===== config.mk =====
export PLATFORM = sky130hd
export DESIGN_NAME = display_timing_gen
export DESIGN_NICKNAME = d
export VERILOG_FILES = /design/src/rtl/display_timing_gen.sv
export SDC_FILE = /design/constraint.sdc
export NUM_CORES = 1
export LEC_CHECK = 0
export BUFFER_PORTS_ARGS = -buffer_cell sky130_fd_sc_hd__buf_2
export CORE_MARGIN = 5
export CORE_UTILIZATION = 55
export CTS_CLUSTER_SIZE = 40
export DETAILED_ROUTE_END_ITERATION = 8
export GPL_ROUTABILITY_DRIVEN = 0
export PLACE_DENSITY = 0.8
export SLEW_MARGIN = 20
export SYNTH_ARGS = -nofsm -noshare
export SYNTH_HDL_FRONTEND = slang
export SYNTH_SLANG_ARGS = --single-unit

===== constraint.sdc =====
create_clock -name clk -period 3.45 [get_ports clk]
set_clock_uncertainty 0.2 [all_clocks]
set_input_delay 0.345 -clock clk [delete_from_list [all_inputs] [get_ports clk]]
set_output_delay 0.345 -clock clk [all_outputs]
set_load 0.05 [all_outputs]

===== src/rtl/display_timing_gen.sv =====
// ============================================================================
// Module   : display_timing_gen
// Purpose  : Raster timing generator with pipeline-aligned sync/DE/colour out.
// Revision : 1.0
// ============================================================================
`default_nettype none

module display_timing_gen #(
    parameter int   H_ACTIVE = 1280,
    parameter int   H_FP     = 48,
    parameter int   H_SYNC   = 112,
    parameter int   H_BP     = 248,
    parameter int   V_ACTIVE = 1024,
    parameter int   V_FP     = 1,
    parameter int   V_SYNC   = 3,
    parameter int   V_BP     = 38,
    parameter logic HS_POL   = 1'b1,
    parameter logic VS_POL   = 1'b1,
    parameter int   PIPE     = 2
) (
    input  logic        clk,
    input  logic        reset,
    input  logic        pix_en,
    output logic [10:0] x,
    output logic [9:0]  y,
    output logic        valid,
    output logic        vsync,
    output logic        frame_start,
    input  logic [7:0]  r_in,
    input  logic [7:0]  g_in,
    input  logic [7:0]  b_in,
    output logic        hsync_out,
    output logic        vsync_out,
    output logic        de_out,
    output logic [7:0]  r_out,
    output logic [7:0]  g_out,
    output logic [7:0]  b_out
);

    localparam logic [10:0] c_H_LAST = 11'(H_ACTIVE + H_FP + H_SYNC + H_BP - 1);
    localparam logic [10:0] c_V_LAST = 11'(V_ACTIVE + V_FP + V_SYNC + V_BP - 1);
    localparam logic [10:0] c_H_ACT  = 11'(H_ACTIVE);
    localparam logic [10:0] c_V_ACT  = 11'(V_ACTIVE);
    localparam logic [10:0] c_HS_BEG = 11'(H_ACTIVE + H_FP);
    localparam logic [10:0] c_HS_END = 11'(H_ACTIVE + H_FP + H_SYNC);
    localparam logic [10:0] c_VS_BEG = 11'(V_ACTIVE + V_FP);
    localparam logic [10:0] c_VS_END = 11'(V_ACTIVE + V_FP + V_SYNC);
    localparam logic        c_HS_OFF = ~HS_POL;
    localparam logic        c_VS_OFF = ~VS_POL;

    logic [10:0]     r_h;
    logic [10:0]     r_v;
    logic            r_hs;
    logic            r_vs;
    logic [PIPE-1:0] r_hs_pipe;
    logic [PIPE-1:0] r_vs_pipe;
    logic [PIPE-1:0] r_de_pipe;

    logic [10:0]     w_h_nxt;
    logic [10:0]     w_v_nxt;
    logic            w_valid_nxt;
    logic            w_hs_nxt;
    logic            w_vs_nxt;
    logic            w_hs_d;
    logic            w_vs_d;
    logic            w_de_d;

    // Outputs are decoded from the next counter values so that every registered
    // output describes the position the counters hold after the same edge.
    always_comb begin
        w_h_nxt = (r_h == c_H_LAST) ? 11'd0 : r_h + 11'd1;
        w_v_nxt = r_v;
        if (r_h == c_H_LAST) begin
            w_v_nxt = (r_v == c_V_LAST) ? 11'd0 : r_v + 11'd1;
        end
        w_valid_nxt = (w_h_nxt < c_H_ACT) && (w_v_nxt < c_V_ACT);
        w_hs_nxt    = (w_h_nxt >= c_HS_BEG) && (w_h_nxt < c_HS_END);
        w_vs_nxt    = (w_v_nxt >= c_VS_BEG) && (w_v_nxt < c_VS_END);
    end

    assign w_hs_d = r_hs_pipe[PIPE-1];
    assign w_vs_d = r_vs_pipe[PIPE-1];
    assign w_de_d = r_de_pipe[PIPE-1];

    always_ff @(posedge clk or negedge reset) begin
        if (!reset) begin
            r_h         <= c_H_LAST;
            r_v         <= c_V_LAST;
            x           <= '0;
            y           <= '0;
            valid       <= 1'b0;
            frame_start <= 1'b0;
            r_hs        <= 1'b0;
            r_vs        <= 1'b0;
            vsync       <= c_VS_OFF;
        end else if (pix_en) begin
            r_h         <= w_h_nxt;
            r_v         <= w_v_nxt;
            x           <= w_valid_nxt ? w_h_nxt : 11'd0;
            y           <= w_valid_nxt ? w_v_nxt[9:0] : 10'd0;
            valid       <= w_valid_nxt;
            frame_start <= (w_h_nxt == 11'd0) && (w_v_nxt == 11'd0);
            r_hs        <= w_hs_nxt;
            r_vs        <= w_vs_nxt;
            vsync       <= w_vs_nxt ? VS_POL : c_VS_OFF;
        end
    end

    always_ff @(posedge clk or negedge reset) begin
        if (!reset) begin
            r_hs_pipe <= '0;
            r_vs_pipe <= '0;
            r_de_pipe <= '0;
        end else if (pix_en) begin
            r_hs_pipe[0] <= r_hs;
            r_vs_pipe[0] <= r_vs;
            r_de_pipe[0] <= valid;
            for (int i = 1; i < PIPE; i++) begin
                r_hs_pipe[i] <= r_hs_pipe[i-1];
                r_vs_pipe[i] <= r_vs_pipe[i-1];
                r_de_pipe[i] <= r_de_pipe[i-1];
            end
        end
    end

    // Polarity is applied only here; everything upstream is active-high.
    always_ff @(posedge clk or negedge reset) begin
        if (!reset) begin
            hsync_out <= c_HS_OFF;
            vsync_out <= c_VS_OFF;
            de_out    <= 1'b0;
            r_out     <= '0;
            g_out     <= '0;
            b_out     <= '0;
        end else if (pix_en) begin
            hsync_out <= w_hs_d ? HS_POL : c_HS_OFF;
            vsync_out <= w_vs_d ? VS_POL : c_VS_OFF;
            de_out    <= w_de_d;
            {r_out, g_out, b_out} <= w_de_d ? {r_in, g_in, b_in} : 24'd0;
        end
    end

endmodule

`default_nettype wire


# --- After elaboration in Yosys (flattened, before gate mapping) ---
# Cells that the tools add are included.
word_totals:
  regBits: 81
  inputBits: 27
  wordCells: 43
op_classes:
  add_sub_neg: 2
  order_cmp: 6
  n_eq_ne: 2
  n_mux: 9
  reduce_logical: 6
op_table:
  columns: ["operator", "n"]
  rows:
  - ["$lt 11x11->1 const B", 4]
  - ["$mux 11", 4]
  - ["$mux 24", 1]
  - ["$add 11x1->11 const B", 2]
  - ["$eq 11x11->1 const B", 2]
  - ["$ge 11x11->1 const B", 2]
  - ["$logic_not 11->1", 2]
  - ["$mux 10", 1]
  - ["$logic_and 1x1->1", 4]
  - ["$mux 1", 3]

# --- Logic depth before layout (Yosys ltp) ---
depth:
  word_depth: 6
  mapped_depth: 10
  mapped_depth_nobuf: 8

# --- Worst setup path after synthesis ---
# Ideal clock, no wire load.
synth_timing:
  path_kind: "register -> register"
  from: "register r_h[0]"
  to: "register vsync"
  setup_time_ps: 104
  arrival_ps: 2666
  required_time_ps: 3146
  path_slack_ps: 481
  path_stages_with_launch: 10
  n_path_buf: 2
  synth_period_minus_slack_ps: 2969
  cell_sequence: "dfstp_2 ha_1 clkdlybuf4s18_2 nand4b_1 or3_1 clkbuf_2 o41a_1 nor4_1 nand4_1 o41ai_2"
synth_via:
  elab_chain_cells: 5
  word_cells_on_any_way: 6
  classes_between: "order compare: 2; eq/ne: 1; mux: 2; reduce/logical: 1"
synth_rtl:
  columns: ["item", "line", "rtl"]
  rows:
  - ["start, declared", "51", "logic [10:0] r_h;"]
  - ["start signal, assigned", "87", "r_h <= c_H_LAST;"]
  - ["start signal, assigned", "97", "r_h <= w_h_nxt;"]
  - ["$eq 11x11->1 (*)", "73", "if (r_h == c_H_LAST) begin"]
  - ["$mux 11 (*)", "73", null]
  - ["$ge 11x11->1 or $lt 11x11->1 (tied branches)", "78", "w_vs_nxt = (w_v_nxt >= c_VS_BEG) && (w_v_nxt < c_VS_END);"]
  - ["$logic_and 1x1->1 (*)", "78", null]
  - ["$mux 1 (*)", "105", "vsync <= w_vs_nxt ? VS_POL : c_VS_OFF;"]
  - ["end signal, assigned", "95", "vsync <= c_VS_OFF;"]
  - ["end signal, assigned", "105", null]
  - ["end, declared", "27", "output logic vsync,"]
# Every way passes the cells marked *; elsewhere a longest branch is shown, timed or not.
# A chain may end at the register's enable or synchronous reset.

# --- Worst setup path after layout ---
# Ends and elaborated chain as after synthesis.

==> qor.txt <==
Fin nets: 483
Fillers: 567
RSZ-0062 raised after global routing: no
CP delay by family, top: simple AND/OR/NAND/NOR gates
H-tree Lvls: 3
Share of cells above drive strength 1: 26.9%
Mapped cell area: 3890 um^2
Final Cycle Share: 89.0%
Critical Path RT: 3.50 ns
Antenna Diode Count: 0
Status: finished, final reports clean
Synth area leader: dfrtp_1
Peak supply drop: 546 uV
Dpl hpwl: 6170 um
Post-synth top flop: dfrtp_1
CTS buffer count: 9
Avg WL per Cell: 15.9 um
Seq/Total Area, Yosys: 51.9%
Buf/Inv on CP: 0
Final ANT Viol Nets: 0
Worst path max stage delay: 0.57 ns
Final setup viols: 0
Pin count of the biggest net entering global routing: 81
Setup crit start kind: flip-flop
Vias in the first global route: 3,156
Mean post-synth cell area: 10.1 um^2
Core area: 6830 um^2
Hold WC Path Type: input port to flip-flop
Global-route wire length before repair: 15,100 um
DR vias: 3,130
Synth cell types: 48
Max-slew violations: 0
Syn Nets: 415
GRT Util Overall: 21.5%
Final core utilization: 65.0%
#FFs+latches synth: 80
Register clock-pin slew on the reported worst setup and hold paths: 0.09 ns
Post-synth EDFFs: 0
Most frequent cell after synthesis: dfrtp_1
Most frequent cells after synthesis: dfrtp_1 (69), o21ai_0 (42), nand2_1 (34), nand3_1 (34), inv_1 (33)
Post-synthesis cell count: 385
DR iter-0 viols: 246
Area grow syn2layout: 14.3%
Die footprint: 8850 um^2
I/O Pins: 78
Critical path's slowest cell: dfstp_2
Port Buf Inserts: 77
Number of vias per cell: 5.65
Die Wd: 94.1 um
Slew headroom: 34.6%
DRC: 0
Synth warn: 0
WP data arrival: 3.12 ns
Ordered list of cells on the worst path: ha_1 > nand4b_1 > or3_4 > o41a_1 > nor4_1 > nand4_1 > o41ai_2
Slew @ Worst Pin: 0.981 ns
Crit-path max FO: 16
Clock Sinks: 80
Peak Freq: 326 MHz
Clk_lat worst skew: 0.35 ns
Crit path kind: flip-flop to flip-flop
Synth area leaders: dfrtp_1 (44%), dfstp_2 (7.4%), o21ai_0 (5.4%), o2bb2ai_1 (4.7%), nand3_1 (4.4%)
Leakage power: 2.03 nW
Final hold slack: 0.0174 ns
Post-synth top area share: 44.4%
PD cells: 638 nW/um^2
CTS root buffer: clkbuf_8
Row Count: 30
Hold Vio Cnt, Final: 0
Setup TNS: 0 ns
Die height: 94.1 um
Asr flop ratio synth: 100%
Longest Clk Path Bufs: 2
MaxCap Viol Count: 0
Routed WL: 8780 um
Initial Util: 56.9%
Worst setup EP type: flip-flop
Initial antenna violation count: 0
Drt first pass iters: 4
Min Tclk post-route: 3.07 ns
CTS tree: yes
Remaining global-route overflow: 0
repair_timing:
item / 4_1_cts / 5_1_grt
setup buffers: 0 / 0
resized for setup: 0 / 1
hold buffers: 1 / 0
hold endpoints to repair: 45 / 0
endpoints found under the setup margin: 0 / 1
routing by layer:
layer / wire length [um] / GRT usage (%) / part of all wire [%] / vias to the layer above
met4: 161 / 7.82 / 1.8 / 0
met5: 0 / 0 / 0 / -
met2: 4200 / 34.4 / 48 / 120
met3: 602 / 4.97 / 6.9 / 14
met1: 3820 / 28.7 / 44 / 1489
li1: - / - / - / 1507
sequential cells by signal (all words and copies together), names as in the netlist:
name,flops
r_h,11
r_v,11
x,11
y,10
b_out,8
g_out,8
r_out,8
r_de_pipe,2
r_hs_pipe,2
r_vs_pipe,2
de_out,1
frame_start,1
hsync_out,1
r_hs,1
valid,1
vsync,1
vsync_out,1
layout make-up:
cell class / count / area [um^2] / area share [%]
Multi-Input combinational cell: 246 / 1540 / 34.8
Timing Repair Buffer: 83 / 435 / 9.80
Clock buffer: 9 / 124 / 2.79
Sequential cell: 80 / 2020 / 45.4
Inverter: 33 / 124 / 2.79
Tap cell: 96 / 120 / 2.70
Clock inverter: 7 / 78.8 / 1.77
worst min-delay path: stages:
cell and delay [ns]:
buf_2 0.07, nand3_1 0.06, o21ai_0 0.06
stage by stage:
stage	std cells	cell area, um^2	power (mW)	worst slack [ns]
2_1_floorplan	385	3890	1.93	0.481
3_3_place_gp	537	4220	2.11	0.320
3_5_place_dp	537	4220	2.14	0.254
4_1_cts	554	4440	2.85	0.253
5_1_grt	554	4440	2.98	0.155
6_report	554	4440	2.83	0.379
kinds of logic (layout without fill, tap and decap cells):
kind of cell / Yosys count / in the layout / share of synthesized area, %
AO/OA/AOI/OAI: 97 / 97 / 16.6
XOR/XNOR: 16 / 16 / 3.60
adder cells (fa/ha/maj): 3 / 3 / 0.966
buffers and inverters: 59 / 132 / 8.56
flip-flops: 80 / 80 / 51.9
multiplexers: 9 / 9 / 2.61
AND/OR/NAND/NOR: 121 / 121 / 15.8
power by group:
group	leakage, nW	total [mW]	switching [mW]	internal (mW)
sequential	1.00	1.27	0.165	1.11
clock	0.0982	0.708	0.365	0.343
combinational	0.928	0.850	0.622	0.228
worst paths after layout:
| kind | from | end | slack, ns | cells after the start |
|---|---|---|---|---|
| setup / recovery | r_h[0] | vsync | 0.38 | 7 |
| setup reg to reg | r_h[0] | vsync | 0.38 | 7 |
| hold reg to reg | y[3] | y[3] | 0.29 | 1 |
| min in group asynchronous | reset | r_vs_pipe[1] | 0.48 | 2 |
| hold / removal | g_in[0] | g_out[0] | 0.02 | 3 |
| max in group asynchronous | reset | x[9] | 1.92 | 2 |
placed cells by master, fill, tap and decap left out, types with 3 or more instances in the layout:
cell,instances
nor4_1,10
dfrtp_1,69
buf_4,6
ha_1,3
clkbuf_8,9
xnor2_1,10
nand2_1,34
buf_2,76
o31a_1,3
a21oi_1,9
a21o_1,3
dfstp_2,11
o2bb2ai_1,21
o21ai_0,42
or3_1,3
nand4_1,7
a31oi_1,4
mux2_2,9
nand3_1,34
inv_1,33
xor2_1,6
o31ai_1,4
nor2_1,17
Power figures use the tool's default switching activity.
